<file path="src/rtl/button_debounce.sv">
// Multi-channel button conditioner: 2-flop synchronizer, stability-window debounce,
// registered edge pulses and a per-channel press auto-repeat FSM.
module button_debounce #(
  parameter int unsigned N_BTN         = 3,
  parameter int unsigned STABLE_CYCLES = 1000000,
  parameter int unsigned REPEAT_DELAY  = 50000000,
  parameter int unsigned REPEAT_PERIOD = 15000000
) (
  input  logic             clk,
  input  logic             reset,
  input  logic [N_BTN-1:0] btn_in,
  input  logic             repeat_en,
  output logic [N_BTN-1:0] btn_level,
  output logic [N_BTN-1:0] btn_rise,
  output logic [N_BTN-1:0] btn_fall,
  output logic [N_BTN-1:0] btn_press
);

  localparam logic [1:0] ST_IDLE   = 2'd0;
  localparam logic [1:0] ST_DELAY  = 2'd1;
  localparam logic [1:0] ST_REPEAT = 2'd2;

  localparam logic [19:0] CNT_LAST   = 20'(STABLE_CYCLES - 1);
  localparam logic [26:0] DELAY_END  = 27'(REPEAT_DELAY);
  localparam logic [26:0] PERIOD_END = 27'(REPEAT_PERIOD);

  logic [N_BTN-1:0] s0, s1;
  logic [N_BTN-1:0] level, rise, fall;
  logic [N_BTN-1:0] toggle, rep_pulse;
  logic [19:0]      cnt   [N_BTN];
  logic [26:0]      timer [N_BTN];
  logic [1:0]       state [N_BTN];

  // Repeat pulse is decoded from registered state but gated by the live level and
  // enable, so a release or disable on the terminal-count cycle yields no pulse.
  always_comb begin
    toggle    = '0;
    rep_pulse = '0;
    for (int unsigned i = 0; i < N_BTN; i++) begin
      toggle[i]    = (s1[i] != level[i]) && (cnt[i] == CNT_LAST);
      rep_pulse[i] = level[i] && repeat_en &&
                     (((state[i] == ST_DELAY)  && (timer[i] == DELAY_END)) ||
                      ((state[i] == ST_REPEAT) && (timer[i] == PERIOD_END)));
    end
  end

  always_ff @(posedge clk) begin
    if (reset) begin
      s0    <= '0;
      s1    <= '0;
      level <= '0;
      rise  <= '0;
      fall  <= '0;
      for (int unsigned i = 0; i < N_BTN; i++) begin
        cnt[i]   <= '0;
        timer[i] <= '0;
        state[i] <= ST_IDLE;
      end
    end else begin
      s0 <= btn_in;
      s1 <= s0;
      for (int unsigned i = 0; i < N_BTN; i++) begin
        if ((s1[i] == level[i]) || toggle[i]) cnt[i] <= '0;
        else                                   cnt[i] <= cnt[i] + 20'd1;

        level[i] <= level[i] ^ toggle[i];
        rise[i]  <= toggle[i] && !level[i];
        fall[i]  <= toggle[i] && level[i];

        if (!level[i] || !repeat_en) begin
          state[i] <= ST_IDLE;
          timer[i] <= '0;
        end else begin
          case (state[i])
            ST_IDLE: begin
              if (rise[i]) begin
                state[i] <= ST_DELAY;
                timer[i] <= 27'd1;
              end
            end
            ST_DELAY: begin
              if (timer[i] == DELAY_END) begin
                state[i] <= ST_REPEAT;
                timer[i] <= 27'd1;
              end else begin
                timer[i] <= timer[i] + 27'd1;
              end
            end
            ST_REPEAT: begin
              if (timer[i] == PERIOD_END) timer[i] <= 27'd1;
              else                        timer[i] <= timer[i] + 27'd1;
            end
            default: begin
              state[i] <= ST_IDLE;
              timer[i] <= '0;
            end
          endcase
        end
      end
    end
  end

  assign btn_level = level;
  assign btn_rise  = rise;
  assign btn_fall  = fall;
  assign btn_press = rise | rep_pulse;

endmodule

</file>
<file path="config.mk">
export PLATFORM = sky130hd
export DESIGN_NAME = button_debounce
export DESIGN_NICKNAME = d
export VERILOG_FILES = /design/src/rtl/button_debounce.sv
export SDC_FILE = /design/constraint.sdc
export NUM_CORES = 1
export LEC_CHECK = 0
export BUFFER_PORTS_ARGS = -buffer_cell sky130_fd_sc_hd__clkbuf_2
export CAP_MARGIN = 25
export CORE_MARGIN = 10
export CORE_UTILIZATION = 45
export DETAILED_ROUTE_END_ITERATION = 8
export PLACE_DENSITY = 0.57
export SLEW_MARGIN = 25
export SYNTH_ARGS = -nofsm -noshare
export SYNTH_HDL_FRONTEND = slang
export SYNTH_SLANG_ARGS = --single-unit
</file>
<file path="constraint.sdc">
create_clock -name clk -period 4 [get_ports clk]
set_input_delay 0.6 -clock clk [delete_from_list [all_inputs] [get_ports clk]]
set_output_delay 0.6 -clock clk [all_outputs]
set_load 0.05 [all_outputs]
</file>
# Word level (Yosys, flattened, before mapping)
# Memories as Yosys holds them, arrays and structs flattened.
# Cells that the tools add are included.
[word_totals] output_inout_bits=12 register_bits=15 ramBits=147 inputBits=6 word_cells=273 memories=3
[op_classes] n_bitwise=43 n_reduce_logical=40 eq_ne=21 n_addsub=6 mux=155
[memory_table] memory="timer" depth=3 width=27 rd=3 rd_ports_with_merged_regs=0 wr=3 line="31" text="logic [26:0] timer [N_BTN];"
[memory_table] memory="cnt" depth=3 width=20 rd=3 rd_ports_with_merged_regs=0 wr=3 line="30" text="logic [19:0] cnt [N_BTN];"
[memory_table] memory="state" depth=3 width=2 rd=3 rd_ports_with_merged_regs=0 wr=3 line="32" text="logic [1:0] state [N_BTN];"
[op_table] op="27-bit 2-to-1 mux" count=21
[op_table] op="20-bit 2-to-1 mux" count=6
[op_table] op="1-bit 2-to-1 mux" count=116
[op_table] op="27-bit by 1-bit adder with 27-bit output, second input constant" count=3
[op_table] op="27-bit by 24-bit == test with 1-bit output, second input constant" count=3
[op_table] op="27-bit by 26-bit == test with 1-bit output, second input constant" count=3
[op_table] op="20-bit by 1-bit adder with 20-bit output, second input constant" count=3
[op_table] op="20-bit == test, second input constant" count=3
[op_table] op="1-bit OR" count=39
[op_table] op="2-bit 2-to-1 mux" count=12
[op_table] op="1-bit logical AND" count=21
[op_table] op="1-bit logical OR" count=9
[op_table] op="3-bit OR reduction" count=3
[op_table] op="2-bit by 1-bit == test with 1-bit output, second input constant" count=3
[op_table] op="2-bit == test, second input constant" count=3
[op_table] op="2-bit logical NOT" count=3
[op_table] op="1-bit logical NOT" count=4
[op_table] op="1-bit == test" count=3
[op_table] op="1-bit != test" count=3
[op_table] op="3-bit OR" count=1
[op_table] op="1-bit bitwise XOR" count=3

# Logic depth before layout (Yosys ltp)
[depth] ltp_word=12 mapped_depth=8 mapped_depth_nobuf=7

# Least setup slack after synthesis
# Ideal clock, no wire load.
[synth_path] path_type="flip-flop to output port" start="memory timer[2][0]" end="output port btn_press[2]" path_buffers=0 setup_slack_ps=1663 arrival_ps=1737 stages_incl_launch_ff=7 t_required_ps=3400 cell_sequence="edfxtp_1 -> inv_1 -> ha_1 -> nor4b_1 -> and4_1 -> nand4b_1 -> nand3b_1"
[synth_rtl] element="start, declared" line="31"
[synth_rtl] element="end, declared" line="16" text="output logic [N_BTN-1:0] btn_press"

==> Implementation_results.wiki <==
{| class="wikitable"
! Metric !! Value
|-
| Average cell area after synthesis || about 11 µm²
|-
| Final critical-path share of the clock period || 0.754
|-
| Number of flip-flops and latches in the synthesized netlist || around 160
|-
| Adder-Cell Fraction of Synth Area || 0.0126
|-
| Async set-reset flop share out of synthesis || 0
|-
| Crit path required time || roughly 3.4 ns
|-
| Drt pass-1 iters || 6
|-
| Area fraction of the dominant cell type after synthesis || 0.495
|-
| Aggregate routed wire length || about 17000 µm
|-
| Number of buffers inserted during clock tree synthesis || 17
|-
| Arrival time of the worst setup path || about 2.4 ns
|-
| Post-CTS clock slew at the launch and capture registers of the worst setup and hold paths || about 0.06 ns
|-
| Number of sinks driven by the clock tree || between 150 and 200
|-
| Share of total power in the clock network || 0.475
|-
| Post-route ant nets || 0
|-
| Resized Gates After CTS || 0
|-
| Fraction of the mapped netlist area in simple logic gates || 0.290
|-
| Setup bufs post-CTS || 0
|-
| Fraction of final layout cells sized beyond drive strength 1 || 0.0930
|-
| Total internal power || approximately 0.0030 W
|-
| Yosys cell types || between 50 and 60
|-
| Overall power after layout || 0.00372 W
|-
| Hold Startpoint || btn_in[1]
|-
| Outcome || finished clean
|-
| Post-CTS Hold Buffers || 0
|-
| Initial DRC count || ~320
|-
| Most common cell after layout, fill and taps aside || nor2_1
|-
| Setup TNS Final || 0 ns
|-
| Area grow syn2layout || 13.3%
|-
| Worst setup EP type || primary output
|-
| Final-stage net count || about 940
|-
| Number of hold violations in the final report || 0
|-
| Die Span Y || roughly 160 µm
|-
| Critical Path, Cell by Cell || inv_1 -> ha_1 -> nor4b_1 -> and4_1 -> nand4b_1 -> nand3b_1 -> clkbuf_2
|-
| Launching element type of the critical path || flop
|-
| Setup repair after global routing missed its margin || false
|-
| Final worst-path setup slack || around 0.98 ns
|-
| Max frequency || 0.332 GHz
|-
| Top Ports || 18
|-
| Max-slew headroom || 0.410
|-
| Register area share after synthesis || 0.528
|-
| Synth warnings || 0
|-
| Maximum capacitance violations || 0
|-
| Setup slack, reg-to-reg || 1.62 ns
|-
| Cell count after synthesis || around 840
|-
| Complex-gate fraction of the synthesized area || 0.0172
|-
| Post-Synthesis Cell Area || slightly below 9000 µm²
|-
| GRT Util Overall || 0.135
|-
| Top cells by area in the synthesized netlist || edfxtp_1, xor2_1, nor2_1
|-
| Post-synth top area cell || edfxtp_1
|-
| Vias in the first global route || 5914
|-
| Most frequent cells in the layout || nor2_1, edfxtp_1, xor2_1, nand3_1, conb_1
|-
| Starting utilization of the core area || 0.459
|-
| Post-layout min period || about 3.0 ns
|-
| Path depth of the worst reg2reg path || 6
|-
| Power spent charging and discharging nets || roughly 0.00071 W
|-
| R2r endpoint || cnt[0][18]
|-
| DR vias || roughly 6200
|-
| Standard-cell rows || 51
|-
| Cell depth of the worst min-delay path || 2
|-
| Clock insertion delay at the later pin of the skew report || around 0.42 ns
|-
| Average routed wire per standard cell || roughly 14 µm
|-
| Maximum buffer depth of the clock tree || 2
|-
| Clock Skew || about 0.014 ns
|-
| Crit-path slowest cell || edfxtp_1
|-
| Kind of path behind the tightest hold check || in -> reg
|-
| Worst stage delay on the critical path || around 0.47 ns
|-
| Switching power share of the total || 0.191
|-
| Largest net degree at the start of global routing || 28
|-
| Peak fanout along the critical path || 6
|-
| Worst Max-Slew Pin Slew || 0.878 ns
|-
| Initial antenna violation count || 0
|-
| Total power density per cell area || roughly 370 nW/µm²
|-
| Worst Hold Endpoint || s0[1]
|-
| Gpl congestion || ~0.8
|-
| Library cell used as clock root buffer || clkbuf_16
|-
| Relative contribution of sequential cells to total power || 0.508
|-
| Largest voltage drop on the vdd net || around 310 µV
|-
| Die boundary width || 161 µm
|-
| PortBufs || 17
|-
| Leakage || between 3 and 4 nW
|-
| Inserted Diodes || 0
|-
| Number of setup violations in the final report || 0
|-
| Number of flops mapped to enable cells by yosys || 147
|-
| Xor and xnor area share after synthesis || 0.126
|-
| Combinational Power Share || 0.017
|-
| Family of cells with the greatest summed delay on the critical path || simple AND/OR/NAND/NOR gates
|-
| Final routed DRC violation total || 0
|-
| Full die area || roughly 26000 µm²
|-
| Final Slew Violations || 0
|-
| Count of H-tree levels built during CTS || 4
|-
| Place WS || about 1.4 ns
|-
| Global-route wire length before repair || about 29000 µm
|-
| Crit Reg-Reg Startpoint || cnt[0][0]
|-
| Placeable Area || just under 20000 µm²
|-
| Main synth FF type || edfxtp_1
|-
| Final HPWL DP || ~12000 µm
|-
| Combinational family with the most area after synthesis || simple AND/OR/NAND/NOR gates
|-
| Multiplexer area fraction after synthesis || 0.00336
|-
| Via density || 5.13
|-
| TritonCTS clock tree || built
|-
| Type of the setup path with the least slack || reg -> out
|-
| Final core utilization || 0.520
|-
| Grt total ovfl || 0
|-
| CP Buf/Inv Count || 2
|}
==> worst register-to-register path: cells and delay by family (launching register included) <==
family | cells | cell delay [ns]
fa+ha+maj | 1 | 0.23
flops | 1 | 0.40
simple gates | 5 | 1.47
==> cells by family (layout without fill, tap and decap cells) <==
| group | after synthesis | in the layout |
|---|---|---|
| buffers and inverters | 40 | 75 |
| DFF | 162 | 162 |
| xor gates and xnor gates | 128 | 128 |
| and+or+nand+nor | 475 | 475 |
| AOI/OAI and AO/OA | 23 | 23 |
| muxes | 3 | 3 |
| other | 1 | 60 |
| adders and majority gates | 9 | 9 |
==> registers in the layout (all words and copies together), names as in the netlist, named ones only <==
name and flops:
btn_fall 3, btn_rise 3, cnt 60, s0 3
s1 3, state 6, timer 81
==> layout make-up <==
| cell class | count | area [µm²] |
|---|---|---|
| multi-input cells | 698 | 4240 |
| clock inverters | 11 | 186 |
| fillers | 1828 | 9350 |
| repair buffers | 20 | 108 |
| inverters | 23 | 86.3 |
| well taps | 265 | 332 |
| flip-flops and latches | 162 | 4710 |
| clock buffers | 21 | 450 |
==> power groups by stage <==
| stage | combinational [W] | sequential, W | clock, W |
|---|---|---|---|
| global route | 0.0000736 | 0.00189 | 0.00188 |
| finish | 0.0000634 | 0.00189 | 0.00176 |
| detailed placement | 0.0000618 | 0.00192 | 0 |
| global placement | 0.0000625 | 0.00192 | 0 |
| floorplan | 0.0000513 | 0.00192 | 0 |
| CTS | 0.0000625 | 0.00189 | 0.00181 |
==> metal layers <==
metal / share of wire / vias up / global-route usage
li1: - / 3134 / -
met1: 0.51 / 2943 / 0.185
met2: 0.45 / 63 / 0.211
met3: 0.029 / 10 / 0.0312
met4: 0.010 / 0 / 0.0352
met5: 0 / - / 0
==> synthesized netlist by cell type (2+ instances only) <==
cell type	n
nor4b_1	9
a311oi_1	2
ha_1	9
nand2b_1	5
nand4_1	32
inv_1	23
a211oi_1	2
nand3_1	63
dfxtp_1	15
nor4_1	15
nand4bb_1	3
xnor2_1	54
and2_1	5
and3_1	22
or4_1	2
edfxtp_1	147
nor4_2	6
xor2_1	74
clkbuf_1	5
buf_2	7
nor2_1	162
buf_6	3
a41oi_1	2
mux2i_1	3
nor4bb_1	3
and4_1	12
nor4_4	4
nor2_2	10
nand4b_1	10
o21bai_1	2
a21oi_1	10
nand2_1	56
or2_2	5
nor3_1	22
nand3b_1	5
nor2b_1	9
==> how the worst max path moves through the flow <==
stage / startpoint / endpoint / slack [ns] / depth (start not counted)
CTS: timer[2][0] / btn_press[2] / 0.97 / 7
global placement: reset / timer[0][19] / 1.38 / 4
finish: timer[2][0] / btn_press[2] / 0.98 / 7
floorplan: timer[2][0] / btn_press[2] / 1.66 / 6
global route: timer[2][0] / btn_press[2] / 0.81 / 7
detailed placement: timer[2][0] / btn_press[2] / 1.43 / 7
==> through the flow <==
stage	instances	hold slack (ns)	cell area, µm²
final	1200	0.419	10100
after global routing	1200	0.407	10100
after CTS	1200	0.411	10100
after detailed placement	1168	0.443	9480
after global placement	1168	0.421	9470
after floorplan	900	0.414	9150
Note: power is estimated with default switching activity, not from simulation.
